File: config.mk
export PLATFORM = sky130hd
export DESIGN_NAME = bp_upd_sched
export DESIGN_NICKNAME = d
export VERILOG_FILES = /design/src/rtl/bp_upd_sched.sv
export SDC_FILE = /design/constraint.sdc
export NUM_CORES = 1
export LEC_CHECK = 0
export ABC_AREA = 0
export CORE_UTILIZATION = 48
export DETAILED_ROUTE_END_ITERATION = 7
export PLACE_DENSITY = 0.74
export SETUP_SLACK_MARGIN = 0.1
export SYNTH_ARGS = -nofsm -noshare
export SYNTH_HDL_FRONTEND = slang
export SYNTH_SLANG_ARGS = --single-unit
export TNS_END_PERCENT = 100
File: constraint.sdc
create_clock -name i_clk -period 2.9 [get_ports i_clk]
set_input_delay 0.58 -clock i_clk [delete_from_list [all_inputs] [get_ports i_clk]]
set_output_delay 0.58 -clock i_clk [all_outputs]
set_load 0.02 [all_outputs]
File: src/rtl/bp_upd_sched.sv
// bp_upd_sched -- branch-predictor update scheduler.
//
// Takes resolved-branch records from EX and does three things with them:
//   * computes the actual next PC and sends a one-cycle redirect to fetch
//     when the prediction was wrong,
//   * queues the records that need a predictor update (BTB/PHT/eval) and
//     replays them one per cycle, oldest first, on the o_upd_* port,
//   * optionally keeps branch / mispredict statistics.
//
// Ports:
//   i_clk, i_rst_n        clock (rising edge), asynchronous active-low reset
//   i_res_*, o_res_rdy    resolved-record valid/ready handshake and payload
//   o_upd_*               update strobes (btb/pht/eval) plus data from queue head
//   o_redirect_vld/_pc    registered mispredict redirect, one cycle long
//   i_freeze              holds update issue; strobes drop in the same cycle
//   i_drain_req           level request to empty the queue (no new accepts)
//   o_drain_done          one-cycle pulse once the queue has been emptied
//   o_stat_br_cnt         accepted branch/jump records (saturating)
//   o_stat_mispred_cnt    mispredicts (saturating)
//
// Build option: define BP_UPD_STATS_EN to include the statistics counters;
// without it both statistics ports are tied to zero.

module bp_upd_sched #(
  parameter int PC_WIDTH   = 32,
  parameter int FIFO_DEPTH = 4
) (
  input  logic                i_clk,
  input  logic                i_rst_n,
  input  logic                i_res_vld,
  output logic                o_res_rdy,
  input  logic [PC_WIDTH-1:0] i_res_pc,
  input  logic [PC_WIDTH-1:0] i_res_target,
  input  logic [PC_WIDTH-1:0] i_res_pred_npc,
  input  logic                i_res_is_br,
  input  logic                i_res_is_jmp,
  input  logic                i_res_taken,
  input  logic                i_res_pred_hit,
  input  logic                i_res_pred_glb,
  input  logic                i_res_pred_loc,
  output logic                o_upd_btb_vld,
  output logic                o_upd_pht_vld,
  output logic                o_upd_eval_vld,
  output logic                o_upd_taken,
  output logic                o_upd_pred_glb,
  output logic                o_upd_pred_loc,
  output logic [PC_WIDTH-1:0] o_upd_pc,
  output logic [PC_WIDTH-1:0] o_upd_br_addr,
  output logic                o_redirect_vld,
  output logic [PC_WIDTH-1:0] o_redirect_pc,
  input  logic                i_freeze,
  input  logic                i_drain_req,
  output logic                o_drain_done,
  output logic [31:0]         o_stat_br_cnt,
  output logic [31:0]         o_stat_mispred_cnt
);

  localparam int AW = (FIFO_DEPTH > 1) ? $clog2(FIFO_DEPTH) : 1;
  localparam int CW = AW + 1;
  localparam logic [CW-1:0] DEPTH_C = CW'(FIFO_DEPTH);

  typedef enum logic [1:0] {S_IDLE, S_ISSUE, S_HOLD, S_DRAIN} state_t;

  typedef struct packed {
    logic [PC_WIDTH-1:0] pc;
    logic [PC_WIDTH-1:0] target;
    logic                taken;
    logic                glb;
    logic                loc;
    logic                btb;
    logic                pht;
    logic                eval;
  } entry_t;

  entry_t              mem_q [FIFO_DEPTH];
  state_t              state_q, state_d;
  logic [CW-1:0]       count_q, count_d;
  logic [AW-1:0]       wr_ptr_q, wr_ptr_d, rd_ptr_q, rd_ptr_d;
  logic                redirect_vld_q, redirect_vld_d;
  logic [PC_WIDTH-1:0] redirect_pc_q, redirect_pc_d;
  logic                drain_done_q, drain_done_d;

  logic                ctrl_flow, br_taken, accept, mispred, push, pop;
  logic [PC_WIDTH-1:0] actual_npc;
  entry_t              new_entry, head;

  // Ready is forced low during reset so EX never hands over a record that
  // would be discarded.
  assign o_res_rdy = i_rst_n && (count_q < DEPTH_C) && (state_q != S_DRAIN);
  assign accept    = i_res_vld && o_res_rdy;

  assign ctrl_flow  = i_res_is_br || i_res_is_jmp;
  assign br_taken   = i_res_is_jmp || (i_res_is_br && i_res_taken);
  assign actual_npc = br_taken ? i_res_target : i_res_pc + PC_WIDTH'(4);
  assign mispred    = accept && ctrl_flow && (actual_npc != i_res_pred_npc);

  always_comb begin
    new_entry        = '0;
    new_entry.pc     = i_res_pc;
    new_entry.target = i_res_target;
    new_entry.taken  = i_res_taken;
    new_entry.glb    = i_res_pred_glb;
    new_entry.loc    = i_res_pred_loc;
    new_entry.pht    = i_res_is_br;
    new_entry.eval   = i_res_is_br && i_res_pred_hit;
    // BTB only needs writing when a taken transfer missed or hit with a stale target.
    new_entry.btb    = br_taken && (!i_res_pred_hit || (i_res_pred_npc != i_res_target));
  end

  // Records that update nothing only produce redirect/statistics effects.
  assign push = accept && (new_entry.pht || new_entry.eval || new_entry.btb);

  assign head = mem_q[rd_ptr_q];
  // Freeze gates issue combinationally so strobes drop in the cycle it rises.
  assign pop  = ((state_q == S_ISSUE) || (state_q == S_DRAIN)) && !i_freeze && (count_q != '0);

  assign o_upd_btb_vld  = pop && head.btb;
  assign o_upd_pht_vld  = pop && head.pht;
  assign o_upd_eval_vld = pop && head.eval;
  assign o_upd_taken    = head.taken;
  assign o_upd_pred_glb = head.glb;
  assign o_upd_pred_loc = head.loc;
  assign o_upd_pc       = head.pc;
  assign o_upd_br_addr  = head.target;

  assign o_redirect_vld = redirect_vld_q;
  assign o_redirect_pc  = redirect_pc_q;
  assign o_drain_done   = drain_done_q;

  always_comb begin
    wr_ptr_d = wr_ptr_q;
    rd_ptr_d = rd_ptr_q;
    count_d  = count_q;
    if (push) wr_ptr_d = wr_ptr_q + 1'b1;
    if (pop)  rd_ptr_d = rd_ptr_q + 1'b1;
    case ({push, pop})
      2'b10:   count_d = count_q + 1'b1;
      2'b01:   count_d = count_q - 1'b1;
      default: count_d = count_q;
    endcase
  end

  always_comb begin
    redirect_vld_d = mispred;
    redirect_pc_d  = mispred ? actual_npc : redirect_pc_q;
  end

  // Next state looks at the post-push count so a record accepted in IDLE
  // issues in the very next cycle.
  always_comb begin
    state_d      = state_q;
    drain_done_d = 1'b0;
    case (state_q)
      S_IDLE, S_ISSUE: begin
        // A drain request still high in the completion cycle is not taken as
        // a new request, so a requester reacting to the pulse sees only one.
        if (i_drain_req && !drain_done_q) state_d = S_DRAIN;
        else if (i_freeze)                state_d = S_HOLD;
        else                              state_d = (count_d != '0) ? S_ISSUE : S_IDLE;
      end
      S_HOLD: begin
        if (!i_freeze) state_d = (count_d != '0) ? S_ISSUE : S_IDLE;
      end
      S_DRAIN: begin
        if (count_d == '0) begin
          state_d      = S_IDLE;
          drain_done_d = 1'b1;
        end
      end
      default: state_d = S_IDLE;
    endcase
  end

  always_ff @(posedge i_clk or negedge i_rst_n) begin
    if (!i_rst_n) begin
      state_q        <= S_IDLE;
      count_q        <= '0;
      wr_ptr_q       <= '0;
      rd_ptr_q       <= '0;
      redirect_vld_q <= 1'b0;
      redirect_pc_q  <= '0;
      drain_done_q   <= 1'b0;
    end else begin
      state_q        <= state_d;
      count_q        <= count_d;
      wr_ptr_q       <= wr_ptr_d;
      rd_ptr_q       <= rd_ptr_d;
      redirect_vld_q <= redirect_vld_d;
      redirect_pc_q  <= redirect_pc_d;
      drain_done_q   <= drain_done_d;
    end
  end

  // Queue storage carries no reset; validity is tracked by count/pointers.
  always_ff @(posedge i_clk) begin
    if (push) mem_q[wr_ptr_q] <= new_entry;
  end

`ifdef BP_UPD_STATS_EN
  logic [31:0] br_cnt_q, br_cnt_d, mis_cnt_q, mis_cnt_d;

  always_comb begin
    br_cnt_d  = br_cnt_q;
    mis_cnt_d = mis_cnt_q;
    if (accept && ctrl_flow && (br_cnt_q != 32'hFFFF_FFFF)) br_cnt_d = br_cnt_q + 32'd1;
    if (mispred && (mis_cnt_q != 32'hFFFF_FFFF))            mis_cnt_d = mis_cnt_q + 32'd1;
  end

  always_ff @(posedge i_clk or negedge i_rst_n) begin
    if (!i_rst_n) begin
      br_cnt_q  <= '0;
      mis_cnt_q <= '0;
    end else begin
      br_cnt_q  <= br_cnt_d;
      mis_cnt_q <= mis_cnt_d;
    end
  end

  assign o_stat_br_cnt      = br_cnt_q;
  assign o_stat_mispred_cnt = mis_cnt_q;
`else
  assign o_stat_br_cnt      = 32'd0;
  assign o_stat_mispred_cnt = 32'd0;
`endif

endmodule

Yosys cells after proc, flatten, opt, wreduce, memory -nomap -nowiden:

Memory sizes are Yosys's and may differ from the RTL's.
Index checks and enable logic that the tools add are counted.

* bits in registers: 43
* RAM bits: 280
* input bits: 107
* output and inout bits: 169
* word-level logic and storage cells: 66
* memories: 1

Memories
* mem_q: words 4, width 70, read ports 1, clocked after memory_dff 0, wr ports 1, line 75 `entry_t mem_q [FIFO_DEPTH];`

* add/subtract/negate cells: 5
* $lt $le $gt $ge: 1
* equal/unequal tests: 10
* mux-type cells: 12
* reductions and logical operators: 30

Operators by type and width (number)
* != test 32 bit: 2
* adder 32 x 3 -> 32 bit (second input constant): 1
* 2-to-1 mux 32 bit: 1
* logical AND 1 bit: 15
* 2-to-1 mux 2 bit: 4
* == test 2 bit (second input constant): 3
* logical OR 1 bit: 6
* one-hot mux 2 bit (3 select lines): 1
* one-hot mux 3 bit (2 select lines): 1
* nonzero test 3 bit: 2
* 2-to-1 mux 1 bit: 5
* adder 2 x 1 -> 2 bit (second input constant): 2
* == test 2 x 1 -> 1 bit (second input constant): 2
* != test 2 bit (second input constant): 2
* adder 3 x 1 -> 3 bit (second input constant): 1
* zero test 1 bit: 3
* zero test 3 bit: 1
* < comparator 3 bit (second input constant): 1
* subtractor 3 x 1 -> 3 bit (second input constant): 1
* zero test 2 bit: 1
* != test 2 x 1 -> 1 bit (second input constant): 1
* AND reduction 2 bit: 1
* OR reduction 2 bit: 1

Depth between registers and ports, before layout:

Gate-level depths: netlist of run 1.

* depth after elaboration: 12
* mapped depth: 16
* depth with buffers taken out: 16

Worst setup path after synthesis of run 1:

Ideal clock, no wire load.

* path type: in2reg
* start: input i_res_taken
* end: memory mem_q[0][0] (netlist bit), enable pin
* library setup time: 0.436 ns
* data arrival time: 3.683 ns
* data required time: 2.464 ns
* setup slack: -1.219 ns
* stages: 8
* buffers on the path: 4
* cell sequence: a21oi_1 > clkbuf_1 > clkbuf_1 > buf_1 > clkbuf_1 > a31oi_1 > o21a_1 > and2_1

RTL lines
* start, declared: line 37 `input logic i_res_taken,`
* end, declared: line 75

Worst setup path after layout of run 1:

* start: input i_res_pc[3]
* end: register redirect_pc_q[24] (netlist: o_redirect_pc[24])

* word-level cells in the longest chain between the ends: 4

RTL lines
* start, declared: line 32 `input logic [PC_WIDTH-1:0] i_res_pc,`
* adder 32 x 3 -> 32 bit *: line 94 `assign actual_npc = br_taken ? i_res_target : i_res_pc + PC_WIDTH'(4);`
* 2-to-1 mux 32 bit *: line 94
* != test 32 bit: line 95 `assign mispred = accept && ctrl_flow && (actual_npc != i_res_pred_npc);`
* logical AND 1 bit: line 95
* end signal, assigned: line 189 `redirect_pc_q <= redirect_pc_d;`
* end, declared: line 80 `logic [PC_WIDTH-1:0] redirect_pc_q, redirect_pc_d;`

Every way passes the cells marked *; elsewhere a longest branch is shown, timed or not.
A chain may end at the register's enable or synchronous reset.

==> results of run 1 <==
==> cell usage after synthesis, types with 4 or more instances <==
master	number	area (um^2)
mux2_2	5	56.3
o22ai_1	7	43.8
o21ai_0	28	140
nor4_1	9	56.3
clkbuf_1	23	86.3
nand3_1	14	70.1
xor2_1	25	219
o31ai_1	5	37.5
mux4_2	70	1580
or4_1	8	60.1
a221oi_1	4	35.0
nand2b_1	4	25.0
nand2_1	50	188
and3_1	4	25.0
edfxtp_1	280	8410
nor2_1	31	116
and2_1	10	62.6
nor2b_1	6	37.5
a21oi_1	12	60.1
dfrtp_1	43	1080
buf_4	64	480
xnor2_1	40	350
a2111oi_0	7	61.3
inv_1	31	116
or3_1	4	25.0
buf_2	4	20.0
o41ai_1	4	35.0
ha_1	6	75.1
mux2i_1	8	80.1
buf_1	8	30.0
nor3_1	10	50.1
mux2_4	26	390
a31oi_1	7	43.8
nand4_1	16	100
==> how the worst max path moves through the flow <==
stage / end / depth (start not counted)
after floorplan: o_redirect_pc[10] / 12
after global placement: o_redirect_pc[22] / 12
after detailed placement: o_redirect_pc[18] / 12
after CTS: o_redirect_pc[12] / 15
after global routing: state_q[1] / 17
final: o_redirect_pc[24] / 15
==> metrics by stage <==
step           TNS (ps)  hold slack, ps  worst slack [ps]  cells  cell area [um^2]
3_5_place_dp    -154140             508             -1260   1706             18800
5_1_grt           -4550             256              -194   1823             20900
3_3_place_gp    -142320             500             -1200   1706             18800
4_1_cts           -2980             221              -111   1811             20700
2_1_floorplan    -16750             284              -354    985             15100
6_report          -2690             209              -108   1826             20900
==> kinds of logic (layout without fill, tap and decap cells) <==
kind of cell,Yosys count,after routing,share of synthesized area
DFF,323,323,0.645
AOI/OAI and AO/OA,105,105,0.0502
other,1,67,0.000255
muxes,109,109,0.143
and+or+nand+nor,179,179,0.0636
adders and majority gates,7,7,0.00647
xor gates and xnor gates,65,65,0.0387
buffers and inverters,133,581,0.0522
==> power groups by stage <==
stage / combinational, mW / sequential, mW / clock (mW)
final: 6.39 / 5.86 / 4.16
after detailed placement: 5.99 / 5.93 / 0
after CTS: 6.32 / 5.85 / 4.21
after global placement: 5.94 / 5.92 / 0
after floorplan: 3.14 / 6.06 / 0
after global routing: 6.74 / 5.89 / 4.38
==> timing repair <==
action,in CTS,in global routing
pin swaps,66,37
endpoints found under the setup margin,124,97
gates resized for setup,535,112
buffers inserted,36,13
cloned,7,2
==> metal layers <==
metal | global-route usage | wire length, um
met5 | 0 | 13
met2 | 0.452 | 21700
met3 | 0.0535 | 3680
met4 | 0.117 | 1480
met1 | 0.384 | 17600
==> flip-flops by register name (all words and copies together) (netlist names) <==
name / count
count_q: 3
mem_q: 280
o_drain_done: 1
o_redirect_pc: 32
o_redirect_vld: 1
rd_ptr_q: 2
state_q: 2
wr_ptr_q: 2
==> final cells by class <==
type,instances,area (um^2),share of cell area
sequential,323,9490,0.453
clock inverter,8,63.8,0.00305
timing repair buffer,488,4230,0.202
inverter,31,116,0.00556
antenna,3,7.51,0.000359
multi-input combinational,529,5530,0.264
clock buffer,54,1010,0.0482
tap,390,488,0.0233
==> run_results.csv, run 1 <==
group,metric,value,unit
cells_and_area,drive_gt1_frac,0.454,
global_routing,antenna_found_initial,4,
placed_design,hpwl,30900,um
clock_tree,clock-sinks,323,
critical_path,crit_path_start_kind,"primary input",
power_and_ir_drop,total_power,16.4,mW
sta,fin_crit,3010,ps
drt,drt_iter0_markers,914,
drt,via_count,10230,
drt,viasPerCell,5.60,
critical_path,crit_fanout,8,
logic_synthesis,async_flop_share,0.133,
power_and_ir_drop,p_leak,8.01,nW
power_and_ir_drop,power.share.clock,0.254,
drt,ant_nets,0,
critical_path,rr_startpoint,"state_q[1]",
clock_tree,worstSkewPairLatency,520,ps
sta,finClkSkew,11.9,ps
critical_path,cp-startpoint,"i_res_pc[3]",
critical_path,required,3300,ps
critical_path,path_delay_family,"compound AO/OA/AOI/OAI gates",
sta,fmax,332,MHz
sta,setup_ws,-108,ps
clock_tree,hold_buffers,0,
sta,hold_viol,0,
power_and_ir_drop,combPwrFrac,0.389,
clock_tree,cts-root-buf,"clkbuf_16",
power_and_ir_drop,switching_share,0.324,
logic_synthesis,syn_inst,922,
global_routing,grt_pass1_vias,10232,
drt,dr.pass1.iters,5,
critical_path,slowest_stage,"a2111oi_4",
logic_synthesis,synth_warnings,0,
power_and_ir_drop,intPower,11.1,mW
floorplan,num_io_pins,276,
job,maxCapViolCount,0,
critical_path,path_class,"in -> reg",
hold_path,hold_class,"in -> async",
sta,slew_headroom,0.591,
power_and_ir_drop,sequentialPowerShare,0.357,
critical_path,rrSetupSlack,330,ps
critical_path,crit_arrival,3400,ps
sta,finalMaxSlewViolations,0,
cells_and_area,fill_cells,2007,
logic_synthesis,synth_edf_count,280,
logic_synthesis,seq_area_frac_synth,0.645,
logic_synthesis,ys_types,64,
critical_path,r2r_end,"state_q[1]",
drt,totalWireLength,44500,um
global_routing,grt_pass1_wl,63600,um
critical_path,r2r_cells,14,
power_and_ir_drop,p_per_area,784,mW/mm^2
clock_tree,clockBufferDepth,3,
critical_path,endpoint_kind,"register",
sta,worstMarginPinSlew,614,ps
outcome,outcome,"finished, violations left",
global_routing,grt_max_degree,44,
cells_and_area,synthToLayoutAreaGrowth,42.5,%
sta,rsz0062_at_grt,"true",
drt,wl_per_cell,24.4,um
placed_design,gp_congestion,0.931,
critical_path,crit_chain,"buf_8 -> buf_6 -> and4_4 -> buf_6 -> a21o_1 -> a21oi_2 -> buf_4 -> mux2_4 -> a2111oi_4 -> nand4_1 -> a2111oi_4 -> a21oi_4 -> buf_12 -> buf_12 -> mux2_4",
clock_tree,clkTransAtPathRegs,60,ps
power_and_ir_drop,p_switching,5.33,mW
power_and_ir_drop,worst_ir_drop_vdd,0.458,mV
critical_path,crit_buf_inv,6,
global_routing,grtUsageTotal,0.284,
floorplan,core-area,0.0299,mm^2
floorplan,die-area,0.0313,mm^2
drt,post-route-drc-count,0,
cells_and_area,layout_common_cells,"edfxtp_1 (280), buf_4 (241), mux4_2 (70)",
floorplan,die_x,177,um
cells_and_area,fin_util,0.701,
cells_and_area,nets,1521,
logic_synthesis,syn_area_per_cell,15.9,um^2
floorplan,die_h,177,um
outcome,failed_checks,"setup timing",
placed_design,port_buffers,211,
clock_tree,numCtsBuffers,34,
sta,setup_viol,33,
floorplan,num_rows,63,
sta,fin_crit_sh,1.04,
cells_and_area,final_common_cell,"edfxtp_1",
clock_tree,cts_tree,"built",
clock_tree,htree_levels,2,
logic_synthesis,syn_area,0.0147,mm^2
logic_synthesis,ys_ff_latch,323,
critical_path,critPathMaxStageDelay,350,ps
logic_synthesis,synth-main-ff-cell,"edfxtp_1",
global_routing,gr-total-overflow,0,
floorplan,start_util,0.492,
(Power assumes the default switching activity.)
==> inputs of run 2 (changes only) <==
Settings changed: ABC_CLOCK_PERIOD_IN_PS from default to 2900.
==> results of run 2 <==
Final layout, timing and power as in run 1 (identical DEF).
==> inputs of run 3 (changes only) <==
==> constraint.sdc (replaced) <==
create_clock -name i_clk -period 2.9 [get_ports i_clk]
set_input_delay 0.435 -clock i_clk [delete_from_list [all_inputs] [get_ports i_clk]]
set_output_delay 0.435 -clock i_clk [all_outputs]
set_load 0.02 [all_outputs]
==> run 3 against run 2 <==
The flow now finishes without violations. Worst hold slack got worse by 150 ps. Combinational power decreased by 2%. Count of clock-buffer cells in the layout decreased by 8. Critical endpoint is now o_upd_pc[3]. Flip-flop and latch count unchanged. Die area unchanged. Sequential power decreased by 1%. Worst setup slack improved by 120 ps.
==> run_results.csv, run 3 (synthesized netlist as in run 1, its figures left out) <==
group,metric,value,unit
drt,dr.pass1.iters,5,
floorplan,start_util,0.492,
sta,setup_viol,0,
placed_design,place_area,0.0189,mm^2
clock_tree,htree_levels,2,
placed_design,hpwl,32100,um
clock_tree,clkTransAtPathRegs,70,ps
cells_and_area,synthToLayoutAreaGrowth,41.9,%
cells_and_area,final_cells,1822,
sta,fin_crit,2890,ps
job,maxCapViolCount,0,
cells_and_area,fill_cells,2025,
sta,slew_headroom,0.606,
critical_path,crit_arrival,2460,ps
critical_path,crit_fanout,35,
sta,hold_viol,0,
critical_path,critPathMaxStageDelay,590,ps
placed_design,gp_congestion,0.933,
critical_path,path_class,"reg -> out",
critical_path,rr_startpoint,"state_q[0]",
sta,setup_ws,8.43,ps
critical_path,crit_path_start_kind,"register",
floorplan,die_x,177,um
floorplan,core-area,0.0299,mm^2
global_routing,gr-total-overflow,0,
placed_design,placedCellCount,1721,
placed_design,pre_cts_slack,-1320,ps
critical_path,slowest_stage,"mux4_2",
cells_and_area,largest_register,"mem_q",
cells_and_area,layout_common_cells,"edfxtp_1 (280), buf_4 (253), clkdlybuf4s50_1 (106)",
cells_and_area,fin_util,0.698,
critical_path,r2r_cells,13,
sta,rsz0062_at_grt,"true",
cells_and_area,drive_gt1_frac,0.422,
critical_path,endpoint,"o_upd_pc[3]",
sta,fin_crit_sh,0.997,
floorplan,num_io_pins,276,
power_and_ir_drop,p_leak,7.94,nW
critical_path,cp-startpoint,"rd_ptr_q[0]",
placed_design,port_buffers,211,
floorplan,num_rows,63,
drt,post-route-drc-count,0,
power_and_ir_drop,total_power,16.1,mW
sta,finalMaxSlewViolations,0,
clock_tree,clockBufferDepth,3,
cells_and_area,largest_register_ffs,280,
critical_path,r2r_end,"state_q[1]",
drt,ant_nets,0,
drt,drt_iter0_markers,1024,
drt,totalWireLength,44200,um
clock_tree,worstSkewPairLatency,520,ps
power_and_ir_drop,worst_ir_drop_vdd,0.615,mV
sta,holdWs,55.8,ps
critical_path,crit_chain,"buf_12 -> mux4_2 -> clkdlybuf4s50_1",
critical_path,required,2470,ps
outcome,outcome,"completed",
global_routing,grtUsageTotal,0.284,
hold_path,hold_class,"in -> async",
clock_tree,hold_buffers,0,
floorplan,die-area,0.0313,mm^2
sta,tns,0,ps
cells_and_area,fin_area,0.0209,mm^2
clock_tree,numCtsBuffers,34,
drt,via_count,10229,
clock_tree,clock-sinks,323,
power_and_ir_drop,p_per_area,772,mW/mm^2
clock_tree,cts-root-buf,"clkbuf_16",
sta,worstMarginPinSlew,592,ps
clock_tree,cts_tree,"built",
global_routing,grt_max_degree,45,
sta,finClkSkew,12.9,ps
drt,viasPerCell,5.61,
drt,wl_per_cell,24.3,um
cells_and_area,nets,1519,
critical_path,endpoint_kind,"primary output",
sta,fmax,346,MHz
floorplan,die_h,177,um
cells_and_area,final_common_cell,"edfxtp_1",
global_routing,grt_pass1_vias,10423,
global_routing,antenna_found_initial,2,
global_routing,grt_pass1_wl,64600,um
critical_path,rrSetupSlack,340,ps
[run 3: cell count changes in the layout (fill, tap and decap cells not counted), sizes merged]
cell / before / now
clkdlybuf4s50: 48 / 106
dlygate4sd2: 49 / 16
buf: 341 / 310
dlymetal6s2s: 0 / 17
clkdlybuf4s15: 18 / 7
clkbuf: 84 / 76
clkinv: 7 / 13
bufbuf: 2 / 0
clkinvlp: 0 / 2
diode: 3 / 2
inv: 32 / 31
[run 3: cell type report]
type / count / area (um^2) / area share
clock buffers: 46 / 937 / 0.0449
clock inverters: 15 / 104 / 0.00498
well taps: 390 / 488 / 0.0234
repair buffers: 486 / 4230 / 0.203
inverters: 31 / 121 / 0.00582
flip-flops and latches: 323 / 9490 / 0.455
multi-input cells: 529 / 5480 / 0.263
diodes: 2 / 5.00 / 0.000240
[run 3: worst min-delay path by stage]
stage	end	from
after global placement	o_redirect_pc[7]	o_redirect_pc[7]
after floorplan	count_q[0]	i_rst_n
after global routing	o_redirect_pc[0]	i_rst_n
final	o_redirect_pc[3]	i_rst_n
after detailed placement	o_redirect_pc[7]	o_redirect_pc[7]
after CTS	state_q[1]	i_rst_n
[run 3: power breakdown]
group          switching, mW  internal [mW]
clock                   1.76           2.29
combinational           3.10           3.14
sequential             0.279           5.52
[run 3: worst max-delay path, delay by kind of cell (launching register included)]
kind | cells | cell delay (ps)
mux | 1 | 590
flops | 1 | 450
buf+inv | 2 | 830
[run 3: routing by layer]
metal | GRT usage | vias up | share of wire | wire [um]
met5 | 0 | - | 0 | 0
met4 | 0.0862 | 0 | 0.031 | 1360
met3 | 0.0496 | 84 | 0.073 | 3220
met2 | 0.453 | 489 | 0.48 | 21100
met1 | 0.399 | 5215 | 0.42 | 18500
li1 | - | 4441 | - | -
[run 3: repair_timing]
action	4_1_cts	5_1_grt
endpoints found under the setup margin	96	101
resized for setup	299	179
cloned	2	0
setup buffers	32	10
pin swaps	62	52
